**src/rtl/button_conditioner_if.sv**
```systemverilog
// Signal bundle between one raw button pin and its conditioner.
// The slave side is the conditioner; the master side drives the pin and consumes the strobes.
interface button_conditioner_if;
   logic       btn_raw;
   logic       level;
   logic       press;
   logic       release_pulse;
   logic       long_press;
   logic       repeat_pulse;
   logic [1:0] dbg_state;

   // Strobe semantics: press/release_pulse/long_press/repeat_pulse are single-cycle,
   // registered pulses; level is a registered steady value. There is no back-pressure.
   modport master (
      output btn_raw,
      input  level,
      input  press,
      input  release_pulse,
      input  long_press,
      input  repeat_pulse,
      input  dbg_state
   );

   modport slave (
      input  btn_raw,
      output level,
      output press,
      output release_pulse,
      output long_press,
      output repeat_pulse,
      output dbg_state
   );
endinterface

```
**src/rtl/button_conditioner.sv**
```systemverilog
// Push-button front end: 2-FF synchronizer, debounce FSM and registered
// press/release/long-press/auto-repeat strobes.
module button_conditioner #(
   parameter int unsigned DEBOUNCE_CYCLES = 250000,
   parameter int unsigned LONG_CYCLES     = 25000000,
   parameter int unsigned REPEAT_CYCLES   = 2500000,
   parameter bit          ACTIVE_LOW      = 1'b0
) (
   input logic                 clk_25mhz,
   input logic                 rst_n,
   button_conditioner_if.slave btn_if
);

   localparam int unsigned REP_EFF = (REPEAT_CYCLES > 0) ? REPEAT_CYCLES : 1;
   localparam int unsigned DB_W    = $clog2(DEBOUNCE_CYCLES);
   localparam int unsigned HOLD_W  = $clog2(LONG_CYCLES + REP_EFF);
   localparam int unsigned REP_W   = (REP_EFF > 1) ? $clog2(REP_EFF) : 1;

   localparam logic [DB_W-1:0]   DB_LAST   = DB_W'(DEBOUNCE_CYCLES - 1);
   localparam logic [HOLD_W-1:0] LONG_LAST = HOLD_W'(LONG_CYCLES - 1);
   localparam logic [HOLD_W-1:0] LONG_DONE = HOLD_W'(LONG_CYCLES);
   localparam logic [REP_W-1:0]  REP_LAST  = REP_W'(REP_EFF - 1);
   localparam logic              PIN_IDLE  = ACTIVE_LOW;

   typedef enum logic [1:0] {
      ST_RELEASED   = 2'd0,
      ST_DB_PRESS   = 2'd1,
      ST_PRESSED    = 2'd2,
      ST_DB_RELEASE = 2'd3
   } state_e;

   state_e            state_q, state_d;
   logic              sync1_q, sync2_q;
   logic [DB_W-1:0]   db_q, db_d;
   logic [HOLD_W-1:0] hold_q, hold_d;
   logic [REP_W-1:0]  rep_q, rep_d;
   logic              level_q, level_d;
   logic              press_q, press_d;
   logic              release_q, release_d;
   logic              long_q, long_d;
   logic              repeat_q, repeat_d;
   logic              act;

   assign act = sync2_q ^ ACTIVE_LOW;

   always_ff @(posedge clk_25mhz or negedge rst_n) begin
      if (!rst_n) begin
         sync1_q   <= PIN_IDLE;
         sync2_q   <= PIN_IDLE;
         state_q   <= ST_RELEASED;
         db_q      <= '0;
         hold_q    <= '0;
         rep_q     <= '0;
         level_q   <= 1'b0;
         press_q   <= 1'b0;
         release_q <= 1'b0;
         long_q    <= 1'b0;
         repeat_q  <= 1'b0;
      end else begin
         sync1_q   <= btn_if.btn_raw;
         sync2_q   <= sync1_q;
         state_q   <= state_d;
         db_q      <= db_d;
         hold_q    <= hold_d;
         rep_q     <= rep_d;
         level_q   <= level_d;
         press_q   <= press_d;
         release_q <= release_d;
         long_q    <= long_d;
         repeat_q  <= repeat_d;
      end
   end

   always_comb begin
      state_d   = state_q;
      db_d      = db_q;
      hold_d    = hold_q;
      rep_d     = rep_q;
      press_d   = 1'b0;
      release_d = 1'b0;
      long_d    = 1'b0;
      repeat_d  = 1'b0;

      case (state_q)
         ST_RELEASED: begin
            if (act) begin
               state_d = ST_DB_PRESS;
               db_d    = '0;
            end
         end

         ST_DB_PRESS: begin
            if (!act) begin
               state_d = ST_RELEASED;
               db_d    = '0;
            end else if (db_q == DB_LAST) begin
               state_d = ST_PRESSED;
               press_d = 1'b1;
               hold_d  = '0;
               rep_d   = '0;
            end else begin
               db_d = db_q + 1'b1;
            end
         end

         ST_PRESSED: begin
            // hold_q parks at LONG_DONE once long_press has fired; rep_q then paces repeats.
            if (hold_q < LONG_LAST) begin
               hold_d = hold_q + 1'b1;
            end else if (hold_q == LONG_LAST) begin
               long_d = 1'b1;
               hold_d = LONG_DONE;
               rep_d  = '0;
            end else if (REPEAT_CYCLES != 0) begin
               if (rep_q == REP_LAST) begin
                  repeat_d = 1'b1;
                  rep_d    = '0;
               end else begin
                  rep_d = rep_q + 1'b1;
               end
            end
            if (!act) begin
               state_d = ST_DB_RELEASE;
               db_d    = '0;
            end
         end

         ST_DB_RELEASE: begin
            if (act) begin
               state_d = ST_PRESSED;
            end else if (db_q == DB_LAST) begin
               state_d   = ST_RELEASED;
               release_d = 1'b1;
               hold_d    = '0;
               rep_d     = '0;
            end else begin
               db_d = db_q + 1'b1;
            end
         end

         default: begin
            state_d = ST_RELEASED;
         end
      endcase

      level_d = (state_d == ST_PRESSED) || (state_d == ST_DB_RELEASE);
   end

   assign btn_if.level         = level_q;
   assign btn_if.press         = press_q;
   assign btn_if.release_pulse = release_q;
   assign btn_if.long_press    = long_q;
   assign btn_if.repeat_pulse  = repeat_q;
   assign btn_if.dbg_state     = state_q;

endmodule

```
**src/flat_wrapper.sv**
```systemverilog
// flat-port wrapper written by rule: the top's interface ports become plain ports
module button_conditioner_flat 
#(
   parameter int unsigned DEBOUNCE_CYCLES = 250000,
   parameter int unsigned LONG_CYCLES     = 25000000,
   parameter int unsigned REPEAT_CYCLES   = 2500000,
   parameter bit          ACTIVE_LOW      = 1'b0
)
  (clk_25mhz, rst_n, btn_if_btn_raw, btn_if_level, btn_if_press, btn_if_release_pulse, btn_if_long_press, btn_if_repeat_pulse, btn_if_dbg_state);
  button_conditioner_if btn_if_i ();
  input logic clk_25mhz;
  input logic rst_n;
  input wire logic [$bits(btn_if_i.btn_raw)-1:0] btn_if_btn_raw;
  output wire logic [$bits(btn_if_i.level)-1:0] btn_if_level;
  output wire logic [$bits(btn_if_i.press)-1:0] btn_if_press;
  output wire logic [$bits(btn_if_i.release_pulse)-1:0] btn_if_release_pulse;
  output wire logic [$bits(btn_if_i.long_press)-1:0] btn_if_long_press;
  output wire logic [$bits(btn_if_i.repeat_pulse)-1:0] btn_if_repeat_pulse;
  output wire logic [$bits(btn_if_i.dbg_state)-1:0] btn_if_dbg_state;
  assign btn_if_i.btn_raw = btn_if_btn_raw;
  assign btn_if_level = btn_if_i.level;
  assign btn_if_press = btn_if_i.press;
  assign btn_if_release_pulse = btn_if_i.release_pulse;
  assign btn_if_long_press = btn_if_i.long_press;
  assign btn_if_repeat_pulse = btn_if_i.repeat_pulse;
  assign btn_if_dbg_state = btn_if_i.dbg_state;
  button_conditioner #(.DEBOUNCE_CYCLES(DEBOUNCE_CYCLES), .LONG_CYCLES(LONG_CYCLES), .REPEAT_CYCLES(REPEAT_CYCLES), .ACTIVE_LOW(ACTIVE_LOW)) u_core (.clk_25mhz(clk_25mhz), .rst_n(rst_n), .btn_if(btn_if_i));
endmodule
```
**config.mk**
```make
export PLATFORM = sky130hd
export DESIGN_NAME = button_conditioner_flat
export DESIGN_NICKNAME = d
export VERILOG_FILES = /design/src/rtl/button_conditioner_if.sv /design/src/rtl/button_conditioner.sv /design/src/flat_wrapper.sv
export SDC_FILE = /design/constraint.sdc
export NUM_CORES = 1
export LEC_CHECK = 0
export BUFFER_PORTS_ARGS = -buffer_cell sky130_fd_sc_hd__buf_2
export CAP_MARGIN = 20
export CORE_UTILIZATION = 34
export DETAILED_ROUTE_END_ITERATION = 8
export PLACE_DENSITY = 0.56
export SLEW_MARGIN = 20
export SYNTH_ARGS = -nofsm -noshare
export SYNTH_HDL_FRONTEND = slang
export SYNTH_SLANG_ARGS = --single-unit
export TNS_END_PERCENT = 20
```
**constraint.sdc**
```tcl
create_clock -name clk_25mhz -period 2.4 [get_ports clk_25mhz]
set_clock_uncertainty 0.05 [all_clocks]
set_input_delay 0.12 -clock clk_25mhz [delete_from_list [all_inputs] [get_ports clk_25mhz]]
set_output_delay 0.12 -clock clk_25mhz [all_outputs]
set_load 0.03 [all_outputs]
```
==> out/qor.yml <==
holdPathStages: 0
cp_max_fo: 22
setup_viol: 0
p_total_w: 0.00275
ir_drop_v: 0.000339
status: "complete, no violations"
yosysWarnings: 0
pwr-share-seq: 0.464
reg2reg_depth: 6
relSlewSlack: 0.354
r2r_slack_ps: 150
design_area_mm2: 0.00517
fp.coreArea_mm2: 0.0120
cp_data_required_time_ps: 2570
layout-drive-gt1-share: 0.205
grt_start_max_net_pins: 75
numPortBuffers: 9
cts_root_buf: "clkbuf_16"
clkTransAtPathRegs_ps: 60
cts_max_path_buffers: 2
num_io_pins: 10
syn-num-nets: 472
grt_pass1_vias: 3867
synthCells: 466
gp_congestion: 0.912
synthTopCellsByCount: "74 x dfrtp_1, 42 x nand2_1, 33 x and3_1, 33 x nand3_1"
tightestPinTransition_ps: 969
dr.pass1.iters: 4
htree_num_levels: 3
drc_errors: 0
drt_iter0_markers: 226
cp-end-kind: "flip-flop"
power.internal_w: 0.00213
cts_tree: "done"
antenna_left: 0
maxCapViolations: 0
dp_cells: 661
rsz0062_at_grt: "no"
critPathKind: "flip-flop to flip-flop"
power_per_cell_area_mw_per_mm2: 532
post_cts_buffers: 0
wl_per_cell_um: 16.1
grt_pass1_wl_mm: 18.9
cts.sinks: 74
synth_edf_count: 0
clkPwrFrac: 0.501
fmax_mhz: 444
yosysTopAreaCell: "dfrtp_1"
nets: 533
synth.area.top_cells: "dfrtp_1 44%, and3_1 4.9%, a211o_1 4.0%"
ys_seq_area_frac: 0.443
die_area_mm2: 0.0127
hold_violations: 0
swShare: 0.225
vias_per_cell: 5.76
start_util: 0.348
tns_ps: 0
async_flop_share: 1.00
fin_cells: 679
drv_slew: 0
overflow: 0
critPathLaunchType: "flip-flop"
cts_buffers: 9
p_comb_frac: 0.035
synth_top_area_share: 0.443
finalCritPeriodShare: 0.938
diodes: 0
final.fill_count: 1195
synth.distinct_cells: 55
worst_skew_pair.late_latency_ps: 340
period_needed_ps: 2250
hold_class: "flip-flop to flip-flop"
dr_total_vias: 3908
dieHeight_um: 113
hold_ws_ps: 307
die_width_um: 113
syn_avg_cell_area_um2: 8.97
ys.flop_type: "dfrtp_1"
fp-row-count: 40
leakage_nw: 2.50
synth.most_common_cell: "dfrtp_1"
dp_hpwl_mm: 7.62
wirelength_mm: 11.0
track_usage: 0.187
ys_ff_latch: 74
syn_to_final_growth_pct: 23.8
place_area_mm2: 0.00480
syn_area_mm2: 0.00418
worst_ep_arrival_time_ps: 2420
antenna_found_initial: 0
netSwitchingPower_w: 0.000620
kinds of logic (layout without fill, tap and decap cells):
kind of cell | count (synthesis) | in the layout | share of synthesized area
buffers and inverters | 33 | 99 | 0.0329
XOR/XNOR | 2 | 2 | 0.00419
adder cells (fa/ha/maj) | 3 | 3 | 0.00899
flip-flops | 74 | 74 | 0.443
multiplexers | 3 | 3 | 0.00809
AO/OA/AOI/OAI | 122 | 122 | 0.204
AND/OR/NAND/NOR | 229 | 229 | 0.299
through the flow:
step / worst slack (ps) / util
final: 150 / 0.431
after global routing: 22.4 / 0.431
after CTS: 36.6 / 0.427
after detailed placement: -19.8 / 0.399
after global placement: 32.1 / 0.399
after floorplan: 18.0 / -
final timing paths:
| check | endpoint | startpoint |
|---|---|---|
| setup / recovery | u_core.rep_q[9]$_DFFE_PN0P_ | u_core.hold_q[17]$_DFFE_PN0P_ |
| hold / removal | u_core.act$_DFF_PN0_ | u_core.sync1_q$_DFF_PN0_ |
| setup reg to reg | u_core.rep_q[9]$_DFFE_PN0P_ | u_core.hold_q[17]$_DFFE_PN0P_ |
| hold reg to reg | u_core.act$_DFF_PN0_ | u_core.sync1_q$_DFF_PN0_ |
| max in group asynchronous | u_core.db_q[3]$_DFFE_PN0P_ | rst_n |
| min in group asynchronous | u_core.hold_q[9]$_DFFE_PN0P_ | rst_n |
metal layers:
metal	up-vias	share of wire	GRT usage
li1	1901	-	-
met4	0	0.010	0.0500
met5	-	0	0
met1	1936	0.48	0.241
met2	63	0.48	0.311
met3	8	0.035	0.0503
power by group through the flow:
stage          clock (W)  sequential, W  combinational, W
6_report         0.00138        0.00128         0.0000971
3_3_place_gp           0        0.00130         0.0000940
2_1_floorplan          0        0.00130         0.0000407
4_1_cts          0.00141        0.00128         0.0000980
3_5_place_dp           0        0.00130         0.0000957
5_1_grt          0.00147        0.00128          0.000115
placed cells by master, fill, tap and decap left out, drive strengths merged, types with 6 or more instances in the layout:
cell     n
nor3    31
a221o    6
nand3   33
a31oi   14
nor4     9
and2     8
inv      9
nand4   17
a21oi   17
a211o   19
o21ai   33
nand2   42
and3    33
clkbuf  10
nor2    26
dfrtp   74
buf     72
critical path, cell delays in order, from the launching register on:
cell	delay, ps
dfrtp_1	440
nand4bb_1	250
nor4_1	370
a31oi_1	180
and2_2	360
and3_1	220
a211o_1	270
registers in the layout, indices dropped and copies added (netlist names):
name / flops
u_core.rep_q: 22
u_core.btn_if.level: 1
u_core.btn_if.long_press: 1
u_core.act: 1
u_core.btn_if.dbg_state: 2
u_core.hold_q: 25
u_core.btn_if.press: 1
u_core.sync1_q: 1
u_core.btn_if.release_pulse: 1
u_core.db_q: 18
u_core.btn_if.repeat_pulse: 1
area by class of cell:
type                            count  area [µm²]  area share
Sequential cell                    74        1850       0.358
Clock buffer                       10         239      0.0462
Tap cell                          147         184      0.0356
Timing Repair Buffer               74         561       0.108
Multi-Input combinational cell    359        2240       0.432
Clock inverter                      6        66.3      0.0128
Inverter                            9        33.8     0.00653
timing repair:
action / CTS / global route
endpoints found under the hold margin: 75 / 0
pin swaps: 0 / 1
resized for setup: 2 / 11
endpoints found under the setup margin: 16 / 30
hold buffers: 2 / 0
Note: power is estimated with default switching activity, not from simulation.
